## config.mk

```make
export PLATFORM = sky130hd
export DESIGN_NAME = line_buffer_apb_arb
export DESIGN_NICKNAME = d
export VERILOG_FILES = /design/src/rtl/line_buffer_apb_pkg.sv /design/src/rtl/line_buffer_rr_arb.sv /design/src/rtl/line_buffer_apb_arb.sv
export SDC_FILE = /design/constraint.sdc
export NUM_CORES = 1
export LEC_CHECK = 0
export CORE_MARGIN = 10
export CORE_UTILIZATION = 31
export DETAILED_ROUTE_END_ITERATION = 12
export GPL_TIMING_DRIVEN = 0
export PLACE_DENSITY_LB_ADDON = 0.05
export SETUP_SLACK_MARGIN = 0.2
export SLEW_MARGIN = 20
export SYNTH_ARGS = -nofsm -noshare
export SYNTH_HDL_FRONTEND = slang
export SYNTH_HIERARCHICAL = 1
export SYNTH_SLANG_ARGS = --single-unit
export TNS_END_PERCENT = 50
```

## constraint.sdc

```tcl
create_clock -name i_pclk -period 1.56 [get_ports i_pclk]
set_input_delay 0.468 -clock i_pclk [delete_from_list [all_inputs] [get_ports i_pclk]]
set_output_delay 0.468 -clock i_pclk [all_outputs]
set_load 0.02 [all_outputs]
```

## src/rtl/line_buffer_apb_pkg.sv

```systemverilog
// Shared types and defaults for the line_buffer APB arbiter/sequencer.
// Latency: n/a (declarations only).
// Backpressure: n/a.
package line_buffer_apb_pkg;

  // APB sequencer states
  typedef enum logic [1:0] {
    ST_IDLE   = 2'd0,
    ST_SETUP  = 2'd1,
    ST_ACCESS = 2'd2
  } apb_state_e;

  localparam int APB_AW = 32;
  localparam int APB_DW = 32;

endpackage

```

## src/rtl/line_buffer_rr_arb.sv

```systemverilog
// Round-robin pick: rotate requests so ptr is bit 0, pick the lowest set bit, rotate the index back.
// Latency: purely combinational.
// Backpressure: no grant when i_en is low; grant is one-hot or zero.
module line_buffer_rr_arb #(
  parameter int NUM_REQ = 2
) (
  input  logic [NUM_REQ-1:0]         i_req,
  input  logic [$clog2(NUM_REQ)-1:0] i_ptr,
  input  logic                       i_en,
  output logic [NUM_REQ-1:0]         o_gnt,
  output logic [$clog2(NUM_REQ)-1:0] o_gnt_idx,
  output logic                       o_gnt_vld
);

  localparam int            IW   = $clog2(NUM_REQ);
  localparam logic [IW:0]   NREQ = (IW+1)'(NUM_REQ);

  logic [2*NUM_REQ-1:0] w_dbl;
  logic [NUM_REQ-1:0]   w_rot;
  logic [IW-1:0]        w_off;
  logic                 w_hit;
  logic [IW:0]          w_sum;

  // Rotate the request vector so the requester at ptr lands on bit 0
  always_comb begin
    w_dbl = {i_req, i_req} >> i_ptr;
    w_rot = w_dbl[NUM_REQ-1:0];
  end

  // Fixed priority on the rotated vector: lowest offset from ptr wins
  always_comb begin
    w_off = '0;
    w_hit = 1'b0;
    for (int k = NUM_REQ - 1; k >= 0; k--) begin
      if (w_rot[k]) begin
        w_off = IW'(k);
        w_hit = 1'b1;
      end
    end
  end

  // Rotate the winning offset back to an absolute index; wrap by explicit compare
  always_comb begin
    w_sum = {1'b0, i_ptr} + {1'b0, w_off};
    if (w_sum >= NREQ) begin
      w_sum = w_sum - NREQ;
    end
    o_gnt_idx = w_sum[IW-1:0];
    o_gnt_vld = i_en & w_hit;
    o_gnt     = '0;
    for (int i = 0; i < NUM_REQ; i++) begin
      o_gnt[i] = o_gnt_vld & (o_gnt_idx == IW'(i));
    end
  end

endmodule

```

## src/rtl/line_buffer_apb_arb.sv

```systemverilog
// Round-robin arbiter sharing one zero-wait APB slave; each grant runs SETUP then ACCESS.
// Latency: grant c0, SETUP c1, ACCESS c2, rsp_valid c3; back-to-back gives one transfer per 2 cycles.
// Backpressure: requesters hold valid until a one-hot ready pulse; grants only in IDLE/ACCESS cycles.
module line_buffer_apb_arb
  import line_buffer_apb_pkg::*;
#(
  parameter int NUM_REQ = 2,
  parameter int AW      = APB_AW,
  parameter int DW      = APB_DW
) (
  input  logic                  i_pclk,
  input  logic                  i_presetn,
  input  logic [NUM_REQ-1:0]    i_req_valid,
  input  logic [NUM_REQ-1:0]    i_req_write,
  input  logic [NUM_REQ*AW-1:0] i_req_addr,
  input  logic [NUM_REQ*DW-1:0] i_req_wdata,
  output logic [NUM_REQ-1:0]    o_req_ready,
  output logic [NUM_REQ-1:0]    o_rsp_valid,
  output logic [DW-1:0]         o_rsp_rdata,
  output logic                  o_busy,
  output logic                  o_psel,
  output logic                  o_penable,
  output logic                  o_pwrite,
  output logic [AW-1:0]         o_paddr,
  output logic [DW-1:0]         o_pwdata,
  input  logic [DW-1:0]         i_prdata
);

  localparam int            IW       = $clog2(NUM_REQ);
  localparam logic [IW-1:0] LAST_IDX = IW'(NUM_REQ - 1);

  apb_state_e           r_state;
  apb_state_e           w_nxt_state;
  logic [IW-1:0]        r_ptr;
  logic [IW-1:0]        r_owner;
  logic [IW-1:0]        w_gnt_idx;
  logic [NUM_REQ-1:0]   w_gnt;
  logic                 w_gnt_vld;
  logic                 w_grant_en;
  logic                 w_done;
  logic [NUM_REQ-1:0]   w_owner_oh;
  logic                 w_sel_write;
  logic [AW-1:0]        w_sel_addr;
  logic [DW-1:0]        w_sel_wdata;

  logic                 r_psel;
  logic                 r_penable;
  logic                 r_pwrite;
  logic [AW-1:0]        r_paddr;
  logic [DW-1:0]        r_pwdata;
  logic [NUM_REQ-1:0]   r_rsp_valid;
  logic [DW-1:0]        r_rsp_rdata;

  // Grants are only offered when the bus can take a new SETUP next cycle; inputs ignored in reset
  assign w_grant_en = i_presetn & ((r_state == ST_IDLE) | (r_state == ST_ACCESS));

  line_buffer_rr_arb #(
    .NUM_REQ (NUM_REQ)
  ) u_rr_arb (
    .i_req     (i_req_valid),
    .i_ptr     (r_ptr),
    .i_en      (w_grant_en),
    .o_gnt     (w_gnt),
    .o_gnt_idx (w_gnt_idx),
    .o_gnt_vld (w_gnt_vld)
  );

  // State register
  always_ff @(posedge i_pclk or negedge i_presetn) begin
    if (!i_presetn) begin
      r_state <= ST_IDLE;
    end else begin
      r_state <= w_nxt_state;
    end
  end

  // Next state: a grant always starts a SETUP, ACCESS either chains into the next SETUP or idles
  always_comb begin
    w_nxt_state = r_state;
    case (r_state)
      ST_IDLE:   w_nxt_state = w_gnt_vld ? ST_SETUP : ST_IDLE;
      ST_SETUP:  w_nxt_state = ST_ACCESS;
      ST_ACCESS: w_nxt_state = w_gnt_vld ? ST_SETUP : ST_IDLE;
      default:   w_nxt_state = ST_IDLE;
    endcase
  end

  // State-derived strobes: completion in ACCESS, owner decode for the response strobe
  always_comb begin
    w_done     = (r_state == ST_ACCESS);
    w_owner_oh = '0;
    for (int i = 0; i < NUM_REQ; i++) begin
      w_owner_oh[i] = (r_owner == IW'(i));
    end
  end

  // Mux the granted requester's payload
  always_comb begin
    w_sel_write = 1'b0;
    w_sel_addr  = '0;
    w_sel_wdata = '0;
    for (int i = 0; i < NUM_REQ; i++) begin
      if (w_gnt[i]) begin
        w_sel_write = i_req_write[i];
        w_sel_addr  = i_req_addr[i*AW +: AW];
        w_sel_wdata = i_req_wdata[i*DW +: DW];
      end
    end
  end

  // Pointer and owner: ptr moves past the winner so it yields to others next time
  always_ff @(posedge i_pclk or negedge i_presetn) begin
    if (!i_presetn) begin
      r_ptr   <= '0;
      r_owner <= '0;
    end else if (w_gnt_vld) begin
      r_owner <= w_gnt_idx;
      r_ptr   <= (w_gnt_idx == LAST_IDX) ? '0 : w_gnt_idx + IW'(1);
    end
  end

  // APB bus registers: select/enable follow the next state, payload loads on grant and holds otherwise
  always_ff @(posedge i_pclk or negedge i_presetn) begin
    if (!i_presetn) begin
      r_psel    <= 1'b0;
      r_penable <= 1'b0;
      r_pwrite  <= 1'b0;
      r_paddr   <= '0;
      r_pwdata  <= '0;
    end else begin
      r_psel    <= (w_nxt_state != ST_IDLE);
      r_penable <= (w_nxt_state == ST_ACCESS);
      if (w_gnt_vld) begin
        r_pwrite <= w_sel_write;
        r_paddr  <= w_sel_addr;
        r_pwdata <= w_sel_wdata;
      end
    end
  end

  // Response: one-cycle strobe to the owner at the ACCESS edge; data holds until the next completion
  always_ff @(posedge i_pclk or negedge i_presetn) begin
    if (!i_presetn) begin
      r_rsp_valid <= '0;
      r_rsp_rdata <= '0;
    end else begin
      r_rsp_valid <= '0;
      if (w_done) begin
        r_rsp_valid <= w_owner_oh;
        r_rsp_rdata <= r_pwrite ? '0 : i_prdata;
      end
    end
  end

  assign o_req_ready = w_gnt;
  assign o_rsp_valid = r_rsp_valid;
  assign o_rsp_rdata = r_rsp_rdata;
  assign o_busy      = r_psel;
  assign o_psel      = r_psel;
  assign o_penable   = r_penable;
  assign o_pwrite    = r_pwrite;
  assign o_paddr     = r_paddr;
  assign o_pwdata    = r_pwdata;

endmodule

```

==> results of run 1 <==
-- final cells by class --
type | count | area [um2] | area share (%)
multi-input combinational | 340 | 2192 | 24.40
clock inverter | 3 | 25.02 | 0.2786
inverter | 2 | 7.507 | 0.08358
buffer | 44 | 462.9 | 5.154
timing repair buffer | 300 | 3149 | 35.06
sequential | 104 | 2605 | 29.00
clock buffer | 13 | 270.3 | 3.009
tap | 216 | 270.3 | 3.009
-- metal layers --
metal / vias up / track usage [%] / routed length [um]
met5: - / 0 / 0
met4: 0 / 5.154 / 316
met3: 17 / 7.740 / 1806
met2: 168 / 28.79 / 9422
met1: 2226 / 19.68 / 7877
li1: 2308 / - / -
-- timing repair --
action,4_1_cts,5_1_grt
hold endpoints to repair,26,0
pin swaps,0,2
cloned,3,1
hold buffers,1,0
setup buffers,7,18
resized for setup,380,227
setup endpoints to repair,175,200
-- cells by family (layout without fill, tap and decap cells) --
group,Yosys count,in the layout,share of synthesized area [%]
compound gates,68,68,8.452
simple gates,238,238,25.01
mux,34,34,9.698
flops,104,104,51.86
buf+inv,46,362,4.986
-- Yosys cell counts (2+ instances only) --
master and number:
a31oi_1 65, and2b_1 14, buf_2 26, buf_4 2, buf_6 2, buf_8 2
clkbuf_1 12, dfrtp_1 104, inv_1 2, mux2_2 5, mux2_4 28, nand2_1 67
nand3b_1 65, nor2_1 66, nor2b_1 23
-- state kept, by name, summed over array words and instances (netlist names), 2 cells and up --
name / cells
o_rsp_valid: 2
o_paddr: 32
o_rsp_rdata: 32
o_pwdata: 32
-- how the worst max path moves through the flow --
stage	start	to	slack (ps)	cells past startpoint
after floorplan	i_presetn	o_pwdata[18]	50	7
after global placement	i_presetn	o_req_ready[1]	-5160	5
after detailed placement	i_presetn	o_req_ready[1]	-1080	5
after CTS	r_state[0]	o_req_ready[1]	-220	4
after global routing	r_state[0]	o_pwdata[9]	-260	8
final	r_state[0]	o_req_ready[1]	-180	4
-- critical path: cells and delay by family, from the launching register on --
kind | cells | cell delay (ps)
AOI/OAI and AO/OA | 1 | 130
buffers and inverters | 1 | 150
and+or+nand+nor | 2 | 210
DFF | 1 | 440
-- metrics by stage --
stage | TNS, ps | worst slack (ps)
floorplan | 0 | 49.21
global placement | -779730 | -5155
detailed placement | -54950 | -1078
finish | -4222 | -180.2
CTS | -6008 | -216.0
global route | -11040 | -260.2
-- power by group through the flow --
stage	combinational [mW]	clock (mW)	sequential [mW]
final	4.61	2.27	3.81
after global routing	4.91	2.43	3.89
after CTS	4.22	2.33	3.76
after detailed placement	4.27	0	3.76
after global placement	4.24	0	3.74
after floorplan	1.27	0	4.53
==> results.cfg, run 1 <==
[clock_tree]
clk_latency_ps = 350
cts_tree = yes
clock-sinks = 104
root_buffer = clkbuf_16
cts_buffers = 9
clk_pin_slew_ps = 70
cts_buffer_depth = 2
htreeDepth = 3

[die]
start_util_pct = 31.59
rows = 46
die_h_um = 147.2
core_area_um2 = 15890
die_x_um = 147.2
ios = 270
design.die.area_um2 = 21680

[setup_path]
critPathMaxStageDelay_ps = 440
critPathLaunchType = flip-flop
path_cells = nor2b_4 -> nand2_2 -> a21oi_4 -> buf_6
crit_slowest_cell = dfrtp_2
crit_path_end_kind = output port
reg2regPathDepth = 8
worstPathRequired_ps = 1090
path_max_fanout = 4
r2r-start = r_state[0]
r2r_end = o_pwdata[13]
crit_type = reg2out
regToRegSetupSlack_ps = -140
cp.arrival_ps = 1270

[pwr]
p_sw_mw = 3.549
pwr-share-comb_pct = 43.1
powerDensity_nw_per_um2 = 1190
power_frac_seq_pct = 35.7
fin_total_pwr_mw = 10.69
clock_power_share_pct = 21.2
p_int_mw = 7.138
p_leak_nw = 3.901
sw_frac_of_total_pct = 33.21
irDropWorstVdd_mv = 0.5558

[synth]
yosysSeqAreaShare_pct = 51.86
yosysWarnings = 6
ys_ff_latch = 104
synthCells = 490
synth_largest_area_cell = dfrtp_1
avgSynthCellArea_um2 = 10.24
synthTopCellsByArea = dfrtp_1, nand3b_1, mux2_4, a31oi_1, nand2_1
async_reset_ff_share_pct = 100.0
synth_edf_count = 0
synthFlopType = dfrtp_1
synth_area_um2 = 5019
netlist.area_leader.share_pct = 51.86
synthDistinctLibCells = 22
syn_nets = 656

[timing]
hold_viol = 0
rsz0062_at_grt = true
clock_skew_ps = 6.809
hold_ws_ps = 61.26
max_slew_margin_pct = 81.66
fin_ws_ps = -180.2
setup_violations = 42
tightestPinTransition_ps = 275.1
max_freq_mhz = 574.6
drv_slew = 0
period_share_pct = 111.6
min_period_ps = 1740

[global_route]
grt_antenna_before_repair = 0
grt_pass1_wl_um = 29630
grt_overflow_total = 0
grt_pass1_vias = 5006
grt_usage_pct = 17.35
grt_max_degree = 52

[final_layout]
area_delta_synth_final_pct = 78.98
final_common_cell = clkdlybuf4s50_1
final_cell_mix = clkdlybuf4s50_1, dfrtp_1, buf_6
diodes = 0
layout-drive-gt1-share_pct = 26.92
fill_cells = 1419
postLayoutCellArea_um2 = 8982
final_net_count = 967
stdcell_count = 1022
postLayoutCoreUtil_pct = 56.55

[placement]
numPlacedInstances = 976
hpwl_um = 14600
placed_area_um2 = 8098
gp_congestion = 0.8278
io_buffers = 269

[route]
wl_per_cell_um = 19.00
postRouteAntennaNets = 0
drc_errors = 0
vias = 4719
wirelength_um = 19420
routed_via_density = 4.617
drt_iter0_drc = 126
first_pass_iters = 4

[outcome]
violations = negative setup slack
status = finished, violations left

[job]
maxCapViolations = 0

[worst_hold_path]
min_path_type = in2async
(Power assumes the default switching activity.)
==> run 2, diff against run 1 <==
--- a/config.mk
+++ b/config.mk
@@ -5,13 +5,11 @@
 export SDC_FILE = /design/constraint.sdc
 export NUM_CORES = 1
 export LEC_CHECK = 0
-export CORE_MARGIN = 10
-export CORE_UTILIZATION = 31
+export CORE_UTILIZATION = 33
 export DETAILED_ROUTE_END_ITERATION = 12
 export GPL_TIMING_DRIVEN = 0
 export PLACE_DENSITY_LB_ADDON = 0.05
 export SETUP_SLACK_MARGIN = 0.2
-export SLEW_MARGIN = 20
 export SYNTH_ARGS = -nofsm -noshare
 export SYNTH_HDL_FRONTEND = slang
 export SYNTH_HIERARCHICAL = 1
==> run 2 against run 1 <==
  * Critical endpoint is now o_req_ready[0]
  * Clock power rose by 6%
  * Critical path depth fell by 1
  * Design area rose by 0.26%
  * Routed wire length fell by 10%
  * Sequential power rose by 1%
  * The run ends with design-rule violations, negative setup slack left
  * Cell count fell by 3.1%
  * Critical path type unchanged
  * Fmax rose by 1.2%
  * Via count rose by 3.5%
  * Register-to-register slack improved by 120 ps
  * First-iteration DRC count rose by 62%
  * Non-clock buffer count rose by 1
==> results.cfg, run 2 (synthesis results as in run 1) <==
[outcome]
status = finished, violations left
violations = design-rule violations, negative setup slack

[pwr]
sw_frac_of_total_pct = 32.01
p_int_mw = 7.431
irDropWorstVdd_mv = 0.5712
p_sw_mw = 3.499
clock_power_share_pct = 22.0
pwr-share-comb_pct = 42.8
power_frac_seq_pct = 35.2
fin_total_pwr_mw = 10.93
powerDensity_nw_per_um2 = 1214
p_leak_nw = 3.924

[final_layout]
final_common_cell = clkdlybuf4s50_1
layout-drive-gt1-share_pct = 28.78
final_cell_mix = clkdlybuf4s50_1, buf_6, dfrtp_1
final_net_count = 968
area_delta_synth_final_pct = 79.46
diodes = 0
stdcell_count = 990
postLayoutCoreUtil_pct = 61.27

[global_route]
grt_usage_pct = 22.56
grt_pass1_wl_um = 27530
grt_antenna_before_repair = 0
grt_max_degree = 32
grt_overflow_total = 0
grt_pass1_vias = 5165

[setup_path]
worstPathRequired_ps = 1090
crit_type = reg2out
cp.arrival_ps = 1250
crit_path_end_kind = output port
critPathLaunchType = flip-flop
path_max_fanout = 3

[clock_tree]
cts_buffers = 9
cts_tree = yes
clk_latency_ps = 340
clock-sinks = 104
root_buffer = clkbuf_16
htreeDepth = 3
clk_pin_slew_ps = 70
cts_buffer_depth = 2

[die]
start_util_pct = 34.14
rows = 44
ios = 270
design.die.area_um2 = 15710
die_x_um = 125.3
die_h_um = 125.3
core_area_um2 = 14700

[timing]
clock_skew_ps = 4.599
tightestPinTransition_ps = 493.8
max_freq_mhz = 581.8
min_period_ps = 1719
setup_tns_ps = -415.2
fin_ws_ps = -158.9
period_share_pct = 110.2
rsz0062_at_grt = true
setup_violations = 11
hold_viol = 0
drv_slew = 0
max_slew_margin_pct = 66.97

[placement]
hpwl_um = 12100
numPlacedInstances = 944
gp_congestion = 0.7528
io_buffers = 269

[route]
wirelength_um = 17390
vias = 4885
drc_errors = 17
first_pass_iters = 9
postRouteAntennaNets = 0
routed_via_density = 4.934
wl_per_cell_um = 17.57
drt_iter0_drc = 204

[job]
maxCapViolations = 0

[worst_hold_path]
min_path_type = in2async
[run 2: worst paths after layout]
path / from / endpoint / slack, ps / cells after the start
max: r_state[0] / o_req_ready[0] / -160 / 3
min in group i_pclk: r_owner / o_rsp_valid[0] / 450 / 1
min: i_presetn / o_rsp_rdata[18] / 50 / 1
min reg2reg: r_owner / o_rsp_valid[0] / 450 / 1
max reg2reg: r_state[0] / o_paddr[26] / -20 / 8
max in group asynchronous: i_presetn / o_rsp_rdata[28] / 580 / 2
[run 2: area by class of cell]
type | instances | area [um2]
plain buffers | 44 | 451.7
clock buffers | 12 | 236.5
clock inverters | 3 | 67.56
fillers | 1315 | 5693
inverters | 2 | 7.507
multi-input cells | 340 | 2198
flip-flops and latches | 104 | 2604
well taps | 184 | 230.2
repair buffers | 301 | 3211
[run 2: critical path: stages, from the launching register on]
cell and delay [ps]:
dfrtp_1 420, nor2b_4 150, and3_4 220, buf_6 120
[run 2: power by group through the flow]
stage / Combinational, mW / Clock [mW] / Sequential (mW)
2_1_floorplan: 1.27 / 0 / 4.53
3_3_place_gp: 4.15 / 0 / 3.75
3_5_place_dp: 4.19 / 0 / 3.77
4_1_cts: 4.12 / 2.47 / 3.75
5_1_grt: 4.96 / 2.57 / 3.92
6_report: 4.68 / 2.40 / 3.85
[run 2: per-stage QoR]
step	cell area, um2	hold WS, ps	setup slack, ps
final	9006	49.07	-158.9
after global routing	9006	29.95	-216.6
after CTS	8677	29.37	-178.3
after detailed placement	8054	430.9	-1481
after global placement	8029	429.1	-5137
after floorplan	5106	172.4	49.21
[run 2: timing repair]
item / CTS / global route
setup buffers: 9 / 16
gates resized for setup: 330 / 351
pin swaps: 0 / 1
hold buffers: 1 / 0
hold endpoints to repair: 9 / 0
cloned: 5 / 0
endpoints found under the setup margin: 180 / 200
[run 2: layer usage]
metal	GRT usage [%]	share of wire (%)
met5	0	0
met4	7.245	1.6
met2	39.37	51
met1	25.97	40
met3	7.574	7.3
==> run 3, diff against run 2 <==
--- a/config.mk
+++ b/config.mk
@@ -9,9 +9,9 @@
 export DETAILED_ROUTE_END_ITERATION = 12
 export GPL_TIMING_DRIVEN = 0
 export PLACE_DENSITY_LB_ADDON = 0.05
+export REMOVE_ABC_BUFFERS = 1
 export SETUP_SLACK_MARGIN = 0.2
 export SYNTH_ARGS = -nofsm -noshare
 export SYNTH_HDL_FRONTEND = slang
 export SYNTH_HIERARCHICAL = 1
 export SYNTH_SLANG_ARGS = --single-unit
-export TNS_END_PERCENT = 50
==> run 3 against run 2 <==
  * Die area stayed put
  * Non-clock buffer count is 3 higher
  * First-iteration DRC count is 3.4% lower
  * Clock power is 12% lower
  * The run still ends with design-rule violations, negative setup slack left
  * Critical path type unchanged
  * Worst setup slack worse by 250 ps
  * Via count is 1.3% lower
  * Utilization is 1.8 points higher
==> results.cfg, run 3 (synthesis results as in run 1) <==
[placement]
gp_congestion = 0.7399
hpwl_um = 10730
numPlacedInstances = 906
pre_cts_ws_ps = -1869
io_buffers = 269
placed_area_um2 = 7901

[pwr]
irDropWorstVdd_mv = 0.5052
p_leak_nw = 4.022
powerDensity_nw_per_um2 = 1181
fin_total_pwr_mw = 10.95

[timing]
clock_skew_ps = 9.163
rsz0062_at_grt = true
tightestPinTransition_ps = 712.5
drv_slew = 0
hold_viol = 0
period_share_pct = 126.1
hold_ws_ps = 53.76
setup_tns_ps = -16900
min_period_ps = 1968
fin_ws_ps = -407.8
max_freq_mhz = 508.2
max_slew_margin_pct = 52.50
setup_violations = 69

[clock_tree]
clock-sinks = 104
root_buffer = clkbuf_16
cts_buffers = 9
cts_tree = yes
htreeDepth = 3
clk_latency_ps = 340
cts_buffer_depth = 2
clk_pin_slew_ps = 60

[final_layout]
diodes = 0
final_cell_mix = clkdlybuf4s50_1, buf_6, dfrtp_1
multiInputGateArea_um2 = 2263
final_net_count = 973
final_common_cell = clkdlybuf4s50_1
fill_cells = 1193
postLayoutCoreUtil_pct = 63.08
layout-drive-gt1-share_pct = 30.78
postLayoutCellArea_um2 = 9273
stdcell_count = 993
area_delta_synth_final_pct = 84.77
ff_latch_area_um2 = 2608

[outcome]
status = finished, violations left
violations = design-rule violations, negative setup slack

[die]
ios = 270
start_util_pct = 34.14
die_x_um = 125.3
core_area_um2 = 14700
die_h_um = 125.3
rows = 44
design.die.area_um2 = 15710

[route]
postRouteAntennaNets = 0
drt_iter0_drc = 197
routed_via_density = 4.857
wl_per_cell_um = 18.80
vias = 4823
wirelength_um = 18670
first_pass_iters = 9
drc_errors = 17

[global_route]
grt_overflow_total = 0
grt_pass1_wl_um = 27230
grt_pass1_vias = 4834
grt_max_degree = 71
grt_usage_pct = 22.66
grt_antenna_before_repair = 0

[setup_path]
crit_slowest_cell = dfrtp_2
cp.arrival_ps = 1500
crit_path_end_kind = output port
critPathMaxStageDelay_ps = 420
crit_type = reg2out
critPathLaunchType = flip-flop
crit_top_cell = buf_4
path_cells = nor2b_4 -> buf_4 -> and3_4 -> buf_12 -> buf_4
path_max_fanout = 4
worstPathRequired_ps = 1090

[worst_hold_path]
min_path_type = in2async

[job]
maxCapViolations = 0
-- run 3: what timing repair did --
action / 4_1_cts / 5_1_grt
endpoints found under the hold margin: 22 / 0
hold buffers: 1 / 0
pin swaps: 2 / 11
endpoints found under the setup margin: 207 / 179
gates cloned: 8 / 11
resized for setup: 604 / 60
buffers inserted: 25 / 29
-- run 3: metal layers --
metal  wire length, um  track usage, %  vias up
met5                 0               0        -
met4               171           6.671        0
met3              1417           6.590       10
met2              9511           39.99      176
met1              7566           26.62     2316
li1                  -               -     2321
-- run 3: worst paths after layout --
check | depth (start not counted) | start | to | slack [ps]
worst max-delay path | 5 | r_state[0] | o_req_ready[0] | -410
worst min-delay path | 2 | i_presetn | r_state[0] | 50
worst max register to register | 11 | r_state[0] | o_pwdata[7] | -330
worst min register to register | 1 | r_owner | o_rsp_valid[0] | 450
max in group asynchronous | 2 | i_presetn | o_pwrite | 1180
min in group i_pclk | 1 | r_owner | o_rsp_valid[0] | 450
-- run 3: cell type report --
class	instances	area share, %
repair buffers	348	42.09
flip-flops and latches	104	28.12
multi-input cells	342	24.41
clock buffers	12	2.766
well taps	184	2.483
inverters	2	0.08096
clock inverters	1	0.05397
-- run 3: critical path: cells and delay by family, from the launching register on --
family                 cells  cell delay [ps]
buffers and inverters      3              400
DFF                        1              420
and+or+nand+nor            2              330
-- run 3: power breakdown --
group	switching (mW)	total [mW]	internal [mW]
Sequential	0.486	3.85	3.36
Combinational	2.12	5.00	2.89
Clock	0.957	2.10	1.14
